## src/rtl/line_fetch_engine.sv

```systemverilog
// Line fill/writeback engine: optionally copies the victim line out to external
// memory, then burst-fills the new line into the victim's local slot.
module line_fetch_engine #(
    parameter int addr_width = 32,
    parameter int list_depth = 4,
    parameter int data_width = 32,
    parameter int list_width = 32,
    localparam int TW = $clog2(list_depth),
    localparam int WW = $clog2(list_width)
) (
    input  logic                  clk,
    input  logic                  rst_n,
    input  logic                  fetch_req,
    output logic                  fetch_gnt,
    input  logic [1:0]            fetch_cmd,
    input  logic [TW-1:0]         fetch_tag,
    input  logic [addr_width-1:0] fetch_addr,
    input  logic [addr_width-1:0] fetch_addr_pre,
    output logic                  fetch_done,
    output logic                  busy,
    output logic [TW+WW-1:0]      mem_raddr,
    output logic                  mem_ren,
    input  logic                  mem_rready,
    input  logic [data_width-1:0] mem_rdata,
    input  logic                  mem_rdata_valid,
    output logic [TW+WW-1:0]      mem_waddr,
    output logic                  mem_wen,
    output logic [data_width-1:0] mem_wdata,
    input  logic                  mem_wready,
    output logic                  ext_wr_valid,
    output logic [addr_width-1:0] ext_wr_addr,
    output logic [data_width-1:0] ext_wr_data,
    input  logic                  ext_wr_ready,
    output logic                  ext_rd_req,
    output logic [addr_width-1:0] ext_rd_addr,
    input  logic                  ext_rd_gnt,
    input  logic [data_width-1:0] ext_rd_data,
    input  logic                  ext_rd_data_valid,
    output logic                  ext_rd_ready
);

    typedef enum logic [2:0] {
        IDLE,
        WB_RD,
        WB_WAIT,
        WB_WR,
        FILL_REQ,
        FILL_DATA,
        DONE
    } state_t;

    localparam logic [1:0]    CMD_WB    = 2'b10;
    localparam logic [WW-1:0] LAST_WORD = WW'(list_width - 1);

    state_t                  state;
    state_t                  state_next;
    logic [1:0]              cmd_ff;
    logic [TW-1:0]           tag_ff;
    logic [addr_width-1:0]   addr_ff;
    logic [addr_width-1:0]   addr_pre_ff;
    logic [WW-1:0]           cnt;
    logic [data_width-1:0]   wb_data;
    logic                    beat_done;

    assign fetch_gnt = fetch_req && (state == IDLE);
    assign beat_done = ext_rd_data_valid && mem_wready;

    always_ff @(posedge clk or negedge rst_n) begin
        if (!rst_n) begin
            state <= IDLE;
        end else begin
            state <= state_next;
        end
    end

    // Every output is decoded from the state, so IDLE without a request drives all zeros.
    always_comb begin
        state_next   = state;
        busy         = (state != IDLE);
        fetch_done   = 1'b0;
        mem_ren      = 1'b0;
        mem_raddr    = '0;
        mem_wen      = 1'b0;
        mem_waddr    = '0;
        mem_wdata    = '0;
        ext_wr_valid = 1'b0;
        ext_wr_addr  = '0;
        ext_wr_data  = '0;
        ext_rd_req   = 1'b0;
        ext_rd_addr  = '0;
        ext_rd_ready = 1'b0;
        case (state)
            IDLE: begin
                if (fetch_gnt) begin
                    state_next = (fetch_cmd == CMD_WB) ? WB_RD : FILL_REQ;
                end
            end
            WB_RD: begin
                mem_ren   = 1'b1;
                mem_raddr = {tag_ff, cnt};
                if (mem_rready) begin
                    state_next = WB_WAIT;
                end
            end
            WB_WAIT: begin
                if (mem_rdata_valid) begin
                    state_next = WB_WR;
                end
            end
            WB_WR: begin
                ext_wr_valid = 1'b1;
                ext_wr_addr  = addr_pre_ff | addr_width'(cnt);
                ext_wr_data  = wb_data;
                // The loop only continues while the latched command still asks for writeback.
                if (ext_wr_ready) begin
                    state_next = (cnt == LAST_WORD || cmd_ff != CMD_WB) ? FILL_REQ : WB_RD;
                end
            end
            FILL_REQ: begin
                ext_rd_req  = 1'b1;
                ext_rd_addr = addr_ff;
                if (ext_rd_gnt) begin
                    state_next = FILL_DATA;
                end
            end
            FILL_DATA: begin
                mem_wen      = ext_rd_data_valid;
                mem_wdata    = ext_rd_data;
                mem_waddr    = {tag_ff, cnt};
                ext_rd_ready = mem_wready;
                if (beat_done && cnt == LAST_WORD) begin
                    state_next = DONE;
                end
            end
            DONE: begin
                fetch_done = 1'b1;
                state_next = IDLE;
            end
            default: state_next = IDLE;
        endcase
    end

    always_ff @(posedge clk or negedge rst_n) begin
        if (!rst_n) begin
            cmd_ff      <= '0;
            tag_ff      <= '0;
            addr_ff     <= '0;
            addr_pre_ff <= '0;
            cnt         <= '0;
            wb_data     <= '0;
        end else begin
            case (state)
                IDLE: begin
                    if (fetch_gnt) begin
                        cmd_ff      <= fetch_cmd;
                        tag_ff      <= fetch_tag;
                        addr_ff     <= fetch_addr;
                        addr_pre_ff <= fetch_addr_pre;
                        cnt         <= '0;
                    end
                end
                WB_WAIT: begin
                    if (mem_rdata_valid) begin
                        wb_data <= mem_rdata;
                    end
                end
                WB_WR: begin
                    if (ext_wr_ready) begin
                        cnt <= (cnt == LAST_WORD) ? '0 : cnt + 1'b1;
                    end
                end
                FILL_DATA: begin
                    if (beat_done) begin
                        cnt <= cnt + 1'b1;
                    end
                end
                default: ;
            endcase
        end
    end

endmodule

```

## config.mk

```make
export PLATFORM = sky130hd
export DESIGN_NAME = line_fetch_engine
export DESIGN_NICKNAME = d
export VERILOG_FILES = /design/src/rtl/line_fetch_engine.sv
export SDC_FILE = /design/constraint.sdc
export NUM_CORES = 1
export LEC_CHECK = 0
export BUFFER_PORTS_ARGS = -buffer_cell sky130_fd_sc_hd__buf_4
export CAP_MARGIN = 20
export CORE_AREA = 2 2 141 116
export CTS_BUF_LIST = sky130_fd_sc_hd__clkbuf_4
export DETAILED_ROUTE_END_ITERATION = 7
export DIE_AREA = 0 0 143 118
export HOLD_SLACK_MARGIN = 0.12
export PLACE_DENSITY = 0.67
export SYNTH_ARGS = -nofsm -noshare
export SYNTH_HDL_FRONTEND = slang
export SYNTH_SLANG_ARGS = --single-unit
export TNS_END_PERCENT = 30
```

## constraint.sdc

```tcl
create_clock -name clk -period 1.7 [get_ports clk]
set_clock_uncertainty 0.1 [all_clocks]
set_input_delay 0.17 -clock clk [delete_from_list [all_inputs] [get_ports clk]]
set_output_delay 0.17 -clock clk [all_outputs]
set_load 0.02 [all_outputs]
```

==> flow_metrics.tcl, run 1 <==
set metrics [dict create \
    status "finished with violations" \
    violations "negative setup slack" \
    setup_ws_ps -456 \
    place_congestion 0.784 \
    place_hpwl_um 11800 \
    fmax_mhz 464 \
    synth_seq_cells 108 \
    die_x_um 143 \
    cts_buffer_depth 2 \
    clockRootBuffer "clkbuf_4" \
    synth_top_family_by_area "multiplexers" \
    die_area_um2 16900 \
    hp-start "mem_rready" \
    die_h_um 118 \
    min_path_cells 5 \
    drt_wl_total_um 19500 \
    clock-sinks 108 \
    synthDistinctLibCells 40 \
    grt_max_degree 45 \
    use_met2_pct 40.6 \
    diodes 0 \
    met1_usage_pct 24.2 \
    synth_seq_area_share_pct 50.8 \
    grt_pass1_wl_um 28600 \
    drc 0 \
    busiest_layer "met2" \
    layout_commonest_cell "buf_4" \
    antenna_found_initial 0 \
    synth-compound-area-share_pct 2.45 \
    power.density_nw_per_um2 1330 \
    async_flop_share_pct 100 \
    cpMaxStageDelayCell "dfrtp_2" \
    synth_warnings 0 \
    core.rowCount 41 \
    whs_endpoint "state[1]" \
    drtIter0Drc 117 \
    ctsHtreeMaxLevel 3 \
    power_leakage_nw 4.92 \
    r2r_end "addr_pre_ff[11]" \
    grt_pass1_vias 5430 \
    hold_class "in -> reg" \
    area_growth_pct 94.0 \
    cp-end-kind "output pin" \
    muxShareOfSynthArea_pct 21.9 \
    postSynthAreaPerCell_um2 12.0 \
    ir_worst_vdd_mv 0.669 \
    cpMostUsedCell "buf_6" \
    synthCells 445 \
    via_per_inst 4.64 \
    grtUsageMet3_pct 5.53 \
    r2r_slack_ps -160 \
    cts_tree "built" \
    synth-main-ff-cell "dfrtp_1" \
    arrival_ps 1890 \
    pre_cts_slack_ps -65.5 \
    finalNetCount 1019 \
    fin_crit_sh_pct 127 \
    postRouteAntennaNets 0 \
    r2r_start "state[1]" \
    mostFrequentLayoutCells "buf_4, buf_6, dlygate4sd3_1" \
    setup_violations 239 \
    grt.total_usage_pct 21.7 \
    synthAdderAreaFrac_pct 0.470 \
    fillers 1071 \
    synth_fp_nets 588 \
    dr.pass1.iters 6 \
    yosys.area_share.xor_xnor_pct 0 \
    vias 5076 \
    tightest_slew_ps 357 \
    r2r_cells 6 \
    holdWs_ps 178 \
    core_area_um2 15400 \
    hold_viol 0 \
    cts_buffers 9 \
    clk_pin_slew_ps 150 \
    cp-start-kind "flop" \
    report.final.slew_viol_count 0 \
    grt_setup_unrepaired "true" \
    wl_per_cell_um 17.8 \
    synth_edf_count 0 \
    io_pins 291 \
    insertion_delay_ps 470 \
    criticalPathCategory "reg -> out" \
    worst-path-max-fanout 10 \
    critPathMaxStageDelay_ps 460 \
    io_buffers 290 \
    cp.required_ps 1430 \
    relSlewSlack_pct 76.1 \
    yosys.area_share.simple_pct 21.2 \
    fin_crit_ps 2160 \
    netlist_area_um2 5320 \
    initial_core_util_pct 34.4 \
    cp_cell_sequence "buf_6 > nor3_4 > buf_12 > buf_8 > and2_1 > buf_6" \
    drive_gt1_share_pct 65.5 \
    grt_overflow 0 \
    maxCapViolations 0 \
]
## what timing repair did
item	CTS	global route
hold endpoints to repair	215	0
cloned	4	5
hold buffers	106	0
setup endpoints to repair	251	254
gates resized for setup	174	91
buffers inserted	8	2
pin swaps	31	25
## worst max-delay path by stage
stage | end | from | slack, ps | cells after the start
2_1_floorplan | mem_raddr[0] | state[1] | -60 | 4
3_3_place_gp | addr_ff[10] | state[2] | -20 | 4
3_5_place_dp | addr_ff[3] | state[0] | -70 | 4
4_1_cts | mem_wdata[4] | state[1] | -460 | 6
5_1_grt | mem_waddr[6] | state[0] | -580 | 6
6_report | mem_waddr[6] | state[1] | -460 | 6
## metal layers
metal	routed length, um	up-vias
li1	-	2354
met1	7320	2508
met2	10600	186
met3	1220	28
met4	338	0
met5	0	-
## worst max-delay path, delay by kind of cell (launching register included)
kind          cells  cell delay [ps]
flops             1              460
simple gates      2              390
buf+inv           4              590
## sequential cells by signal (all words and copies together) (netlist names)
signal / count
addr_ff: 32
addr_pre_ff: 32
cmd_ff: 2
cnt: 5
state: 3
tag_ff: 2
wb_data: 32
## report_power, final
| group | leakage [nW] | switching, W | internal [W] | total (W) |
|---|---|---|---|---|
| combinational | 3.56 | 0.00333 | 0.00456 | 0.00788 |
| sequential | 1.30 | 0.000727 | 0.00383 | 0.00456 |
| clock | 0.0698 | 0.000874 | 0.000442 | 0.00132 |
| total | 4.92 | 0.00493 | 0.00883 | 0.0138 |
## kinds of logic after synthesis
group                      after synthesis
and+or+nand+nor                        181
DFF                                    108
muxes                                  104
buffers and inverters                   31
AOI/OAI and AO/OA                       19
adders and majority gates                2
## cell type report
class	count	area, um2	area share [%]
clock buffers	9	67.6	0.655
clock inverters	6	63.8	0.618
inverters	3	18.8	0.182
multi-input cells	306	2810	27.3
flip-flops and latches	108	2710	26.2
well taps	215	269	2.61
repair buffers	448	4380	42.5
## cells in the mapped netlist (all sizes together), types with 2 or more instances
cell | n | area share [%]
and2 | 140 | 16
dfrtp | 108 | 51
mux2 | 100 | 21
clkbuf | 15 | 1.1
nor2 | 14 | 0.99
buf | 13 | 1.9
o21ai | 8 | 0.75
nand3 | 5 | 0.47
mux2i | 4 | 0.75
nand2 | 4 | 0.28
nand2b | 4 | 0.47
and3 | 3 | 0.35
inv | 3 | 0.21
ha | 2 | 0.47
nor3 | 2 | 0.40
nor3b | 2 | 0.28
## per-stage QoR
stage	std cells	utilization (%)	area [um2]	total power, W	TNS, ps
final	1095	66.8	10300	0.0138	-58440
after global routing	1095	66.8	10300	0.0145	-83040
after CTS	1089	64.4	9940	0.0130	-63690
after detailed placement	956	51.9	8020	0.0106	-3910
after global placement	956	51.9	8020	0.0104	-733
after floorplan	445	-	5380	0.00814	-478
Power figures use the tool's default switching activity.
==> inputs of run 2 (changes only) <==
--- a/config.mk
+++ b/config.mk
@@ -12,7 +12,7 @@
 export DETAILED_ROUTE_END_ITERATION = 7
 export DIE_AREA = 0 0 143 118
 export HOLD_SLACK_MARGIN = 0.12
-export PLACE_DENSITY = 0.67
+export SKIP_LAST_GASP = 1
 export SYNTH_ARGS = -nofsm -noshare
 export SYNTH_HDL_FRONTEND = slang
 export SYNTH_SLANG_ARGS = --single-unit
==> constraint.sdc (replaced) <==
create_clock -name clk -period 2.46 [get_ports clk]
set_clock_uncertainty 0.1 [all_clocks]
set_input_delay 0.246 -clock clk [delete_from_list [all_inputs] [get_ports clk]]
set_output_delay 0.246 -clock clk [all_outputs]
set_load 0.02 [all_outputs]
==> run 2 against run 1 <==
The run now ends clean. First-iteration DRC count is 19% higher. Final area is 13% lower. Clock power is 36% lower. Register-to-register slack better by 460 ps. Power is 42% lower. Critical endpoint is now mem_wdata[30]. Flip-flop and latch count stayed put.
==> flow_metrics.tcl, run 2 (same netlist as run 1, synthesis figures left out) <==
set metrics [dict create \
    status "finished, final reports clean" \
    postRouteAntennaNets 0 \
    grt_setup_unrepaired "true" \
    grt_max_degree 63 \
    relSlewSlack_pct 51.6 \
    finalNonFillerCells 1054 \
    clkPwrFrac_pct 10.6 \
    finalNetCount 979 \
    core_area_um2 15400 \
    r2r_cells 7 \
    clockRootBuffer "clkbuf_4" \
    p_sw_w 0.00295 \
    hold_class "in -> reg" \
    switching_share_pct 36.7 \
    area_growth_pct 68.1 \
    drt_wl_total_um 17500 \
    top_regs "addr_ff (32), addr_pre_ff (32), wb_data (32)" \
    final_util_pct 57.9 \
    regArea_um2 2710 \
    cp-end-kind "output pin" \
    wl_per_cell_um 16.6 \
    initial_core_util_pct 34.4 \
    multi_input_area_um2 2450 \
    fin_crit_ps 2350 \
    die_x_um 143 \
    criticalPathCategory "reg -> out" \
    seqPwrFrac_pct 39.2 \
    core.rowCount 41 \
    grt_overflow 0 \
    diodes 0 \
    die_area_um2 16900 \
    hold_viol 0 \
    dr.pass1.iters 4 \
    cp-start-kind "flop" \
    fillers 1324 \
    fmax_mhz 425 \
    drive_gt1_share_pct 49.6 \
    clock-sinks 108 \
    arrival_ps 2000 \
    layout_commonest_cell "buf_4" \
    fin_crit_sh_pct 95.5 \
    power_leakage_nw 4.36 \
    io_buffers 290 \
    internal-power_w 0.00507 \
    insertion_delay_ps 460 \
    power.density_nw_per_um2 897 \
    worst-path-max-fanout 41 \
    ctsHtreeMaxLevel 3 \
    ir_worst_vdd_mv 0.546 \
    pre_cts_slack_ps 343 \
    cts_buffers 9 \
    cts_buffer_depth 2 \
    grt_pass1_vias 5266 \
    place_congestion 0.818 \
    vias 4808 \
    drtIter0Drc 139 \
    place_hpwl_um 12100 \
    die_h_um 118 \
    antenna_found_initial 0 \
    maxCapViolations 0 \
    cp.required_ps 2110 \
    clk_pin_slew_ps 140 \
    cts_tree "built" \
    setup_violations 0 \
    via_per_inst 4.56 \
    tightest_slew_ps 726 \
    mostFrequentLayoutCells "buf_4, and2_1, dfrtp_1" \
    setup_ws_ps 110 \
    grt.total_usage_pct 20.2 \
    report.final.slew_viol_count 0 \
    drc 0 \
    finalSetupTns_ps 0 \
    grt_pass1_wl_um 26800 \
    min_path_cells 5 \
    p_comb_share_pct 50.2 \
    place_inst 932 \
    io_pins 291 \
]
run 2: cell types whose count changed in the layout (fill, tap and decap cells not counted), sizes merged:
cell         change
buf             -35
clkbuf           -2
dlygate4sd3      -2
clkinvlp         -1
inv              -1
run 2: area by class of cell:
class | instances | share of cell area [%]
clock inverters | 4 | 0.476
clock buffers | 10 | 0.840
repair buffers | 408 | 37.9
flip-flops and latches | 108 | 30.3
multi-input cells | 306 | 27.4
well taps | 215 | 3.01
inverters | 3 | 0.126
run 2: worst paths after layout:
check | startpoint | endpoint | slack (ps)
hold / removal | mem_rready | state[1] | 200
hold reg to reg | addr_pre_ff[8] | addr_pre_ff[8] | 400
setup / recovery | state[2] | mem_wdata[30] | 110
min in group asynchronous | rst_n | addr_pre_ff[29] | 260
setup reg to reg | cnt[0] | cnt[3] | 300
max in group asynchronous | rst_n | addr_pre_ff[18] | 1290
run 2: what timing repair did:
action,4_1_cts,5_1_grt
gates cloned,0,0
resized for setup,3,1
hold buffers,104,0
setup endpoints to repair,140,29
buffers inserted,4,0
hold endpoints to repair,156,0
run 2: power groups by stage:
stage	registers (W)	clock network [W]	logic, W
after floorplan	0.00296	0	0.00256
after CTS	0.00314	0.000904	0.00405
after global placement	0.00314	0	0.00375
after detailed placement	0.00319	0	0.00383
final	0.00314	0.000849	0.00403
after global routing	0.00327	0.000974	0.00433
run 2: metal layers:
layer	vias up	wire [um]	track usage, %
met5	-	0	0
met4	0	458	6.68
met3	31	1380	6.51
met2	197	9230	37.6
met1	2314	6450	21.3
li1	2266	-	-
run 2: metrics by stage:
step | hold WS (ps) | instance area (um2) | power (W)
6_report | 200 | 8940 | 0.00802
2_1_floorplan | -150 | 5320 | 0.00552
5_1_grt | 200 | 8940 | 0.00858
3_5_place_dp | 255 | 7750 | 0.00702
3_3_place_gp | 252 | 7750 | 0.00689
4_1_cts | 147 | 8940 | 0.00809
run 2: critical path, cell delays in order (launching register included):
cell,delay (ps)
dfrtp_2,540
inv_1,180
nor3_4,240
buf_12,210
and2_1,200
buf_4,160
==> inputs of run 3 (changes only) <==
--- a/config.mk
+++ b/config.mk
@@ -5,13 +5,14 @@
 export SDC_FILE = /design/constraint.sdc
 export NUM_CORES = 1
 export LEC_CHECK = 0
-export BUFFER_PORTS_ARGS = -buffer_cell sky130_fd_sc_hd__buf_4
+export BUFFER_PORTS_ARGS = -buffer_cell sky130_fd_sc_hd__buf_2
 export CAP_MARGIN = 20
 export CORE_AREA = 2 2 141 116
 export CTS_BUF_LIST = sky130_fd_sc_hd__clkbuf_4
 export DETAILED_ROUTE_END_ITERATION = 7
 export DIE_AREA = 0 0 143 118
 export HOLD_SLACK_MARGIN = 0.12
+export SETUP_SLACK_MARGIN = 0.5
 export SKIP_LAST_GASP = 1
 export SYNTH_ARGS = -nofsm -noshare
 export SYNTH_HDL_FRONTEND = slang
==> run 3 against run 2 <==
Cell count rose by 4.5%. Final area up 5.9%. Via count up 8.3%. Highest routed layer unchanged. Die area unchanged. Critical path depth up 2. Largest power group unchanged.
==> flow_metrics.tcl, run 3 (same netlist as run 1, synthesis figures left out) <==
set metrics [dict create \
    die_area_um2 16900 \
    stdcell_area_um2 9470 \
    crit_cells 7 \
    drtIter0Drc 190 \
    finalNonFillerCells 1101 \
    power_leakage_nw 4.70 \
    ctsHtreeMaxLevel 3 \
    clk_pin_slew_ps 160 \
    cts_buffers 9 \
    grt_pass1_wl_um 28600 \
    arrival_ps 1890 \
    hold_viol 0 \
    relSlewSlack_pct 73.0 \
    cts_buffer_depth 2 \
    cts_tree "built" \
    final_util_pct 61.3 \
    die_h_um 118 \
    clock-sinks 108 \
    drt_wl_total_um 20100 \
    core.rowCount 41 \
    antenna_found_initial 0 \
    ir_worst_vdd_mv 0.462 \
    tightest_slew_ps 401 \
    power.density_nw_per_um2 977 \
    place_hpwl_um 11800 \
    grt_max_degree 47 \
    critPathMaxStageDelay_ps 460 \
    holdWs_ps 223 \
    dr.pass1.iters 4 \
    worst-path-max-fanout 8 \
    place_inst 933 \
    r2r_end "addr_ff[31]" \
    cp_cell_sequence "buf_6 > nand2b_4 > nor2_4 > buf_6 > buf_8 > and2_4 > buf_6" \
    drive_gt1_share_pct 60.3 \
    crit_buf_inv 4 \
    fmax_mhz 446 \
    area_growth_pct 78.1 \
    cpMostUsedCell "buf_6" \
    placed_area_um2 7020 \
    cpMaxStageDelayCell "dfrtp_2" \
    initial_core_util_pct 34.4 \
    grt_setup_unrepaired "true" \
    criticalPathCategory "reg -> out" \
    clockRootBuffer "clkbuf_4" \
    maxCapViolations 0 \
    crit_family "buffers and inverters" \
    die_x_um 143 \
    r2r_cells 6 \
    wl_per_cell_um 18.3 \
    cp.required_ps 2110 \
    layout_commonest_cell "buf_2" \
    grt_overflow 0 \
    drc 0 \
    insertion_delay_ps 450 \
    fin_crit_ps 2240 \
    r2r_slack_ps 380 \
    top_regs "addr_ff (32), addr_pre_ff (32), wb_data (32)" \
    grt_pass1_vias 5517 \
    core_area_um2 15400 \
    postRouteAntennaNets 0 \
    grt.total_usage_pct 21.9 \
    setup_violations 0 \
    vias 5209 \
    cp-end-kind "output pin" \
    hold_class "in -> async" \
    mostFrequentLayoutCells "buf_2, dfrtp_1, dlygate4sd3_1" \
    finalSetupTns_ps 0 \
    r2r_start "state[0]" \
    place_congestion 0.793 \
    fin_crit_sh_pct 91.1 \
    diodes 0 \
    report.final.slew_viol_count 0 \
    cp-start-kind "flop" \
    io_buffers 290 \
    status "finished, final reports clean" \
    io_pins 291 \
    endpoint "ext_rd_addr[31]" \
    worstSetupStartpoint "state[0]" \
    via_per_inst 4.73 \
    finalNetCount 1025 \
]
## run 3: per-stage QoR
step	power (W)	worst slack (ps)
6_report	0.00925	220
2_1_floorplan	0.00552	594
3_5_place_dp	0.00662	341
3_3_place_gp	0.00648	406
4_1_cts	0.00861	172
5_1_grt	0.00979	115
## run 3: repair_timing
| item | CTS | global route |
|---|---|---|
| resized for setup | 177 | 94 |
| hold endpoints to repair | 213 | 0 |
| buffers inserted | 18 | 18 |
| hold buffers | 105 | 0 |
| setup endpoints to repair | 176 | 185 |
| pin swaps | 15 | 43 |
| cloned | 8 | 4 |
## run 3: how the worst min path moves through the flow
stage,startpoint,endpoint,depth (start not counted)
after floorplan,rst_n,addr_ff[0],0
after global placement,rst_n,addr_ff[2],1
after detailed placement,rst_n,addr_ff[2],1
after CTS,mem_rready,state[1],5
after global routing,rst_n,addr_ff[5],3
final,rst_n,addr_pre_ff[25],3
## run 3: layout make-up
| type | count | area, um2 |
|---|---|---|
| inverter | 3 | 22.5 |
| fill | 1191 | 5970 |
| clock inverter | 6 | 32.5 |
| clock buffer | 9 | 67.6 |
| tap | 215 | 269 |
| timing repair buffer | 454 | 3730 |
| sequential | 108 | 2710 |
| multi-input combinational | 306 | 2640 |
## run 3: metal layers
metal | global-route usage, % | wire [um]
met1 | 22.5 | 7160
met5 | 0 | 0
met3 | 7.12 | 1600
met4 | 9.78 | 803
met2 | 40.2 | 10600
## run 3: worst reg2reg max path: cells and delay by family, from the launching register on
| kind | cells | cell delay, ps |
|---|---|---|
| multiplexers | 1 | 410 |
| AND/OR/NAND/NOR | 1 | 330 |
| buffers and inverters | 4 | 680 |
| flip-flops | 1 | 460 |
## run 3: where the power goes
part           internal, W  switching (W)
combinational      0.00300        0.00236
sequential         0.00265       0.000478
clock             0.000193       0.000572
total              0.00584        0.00341
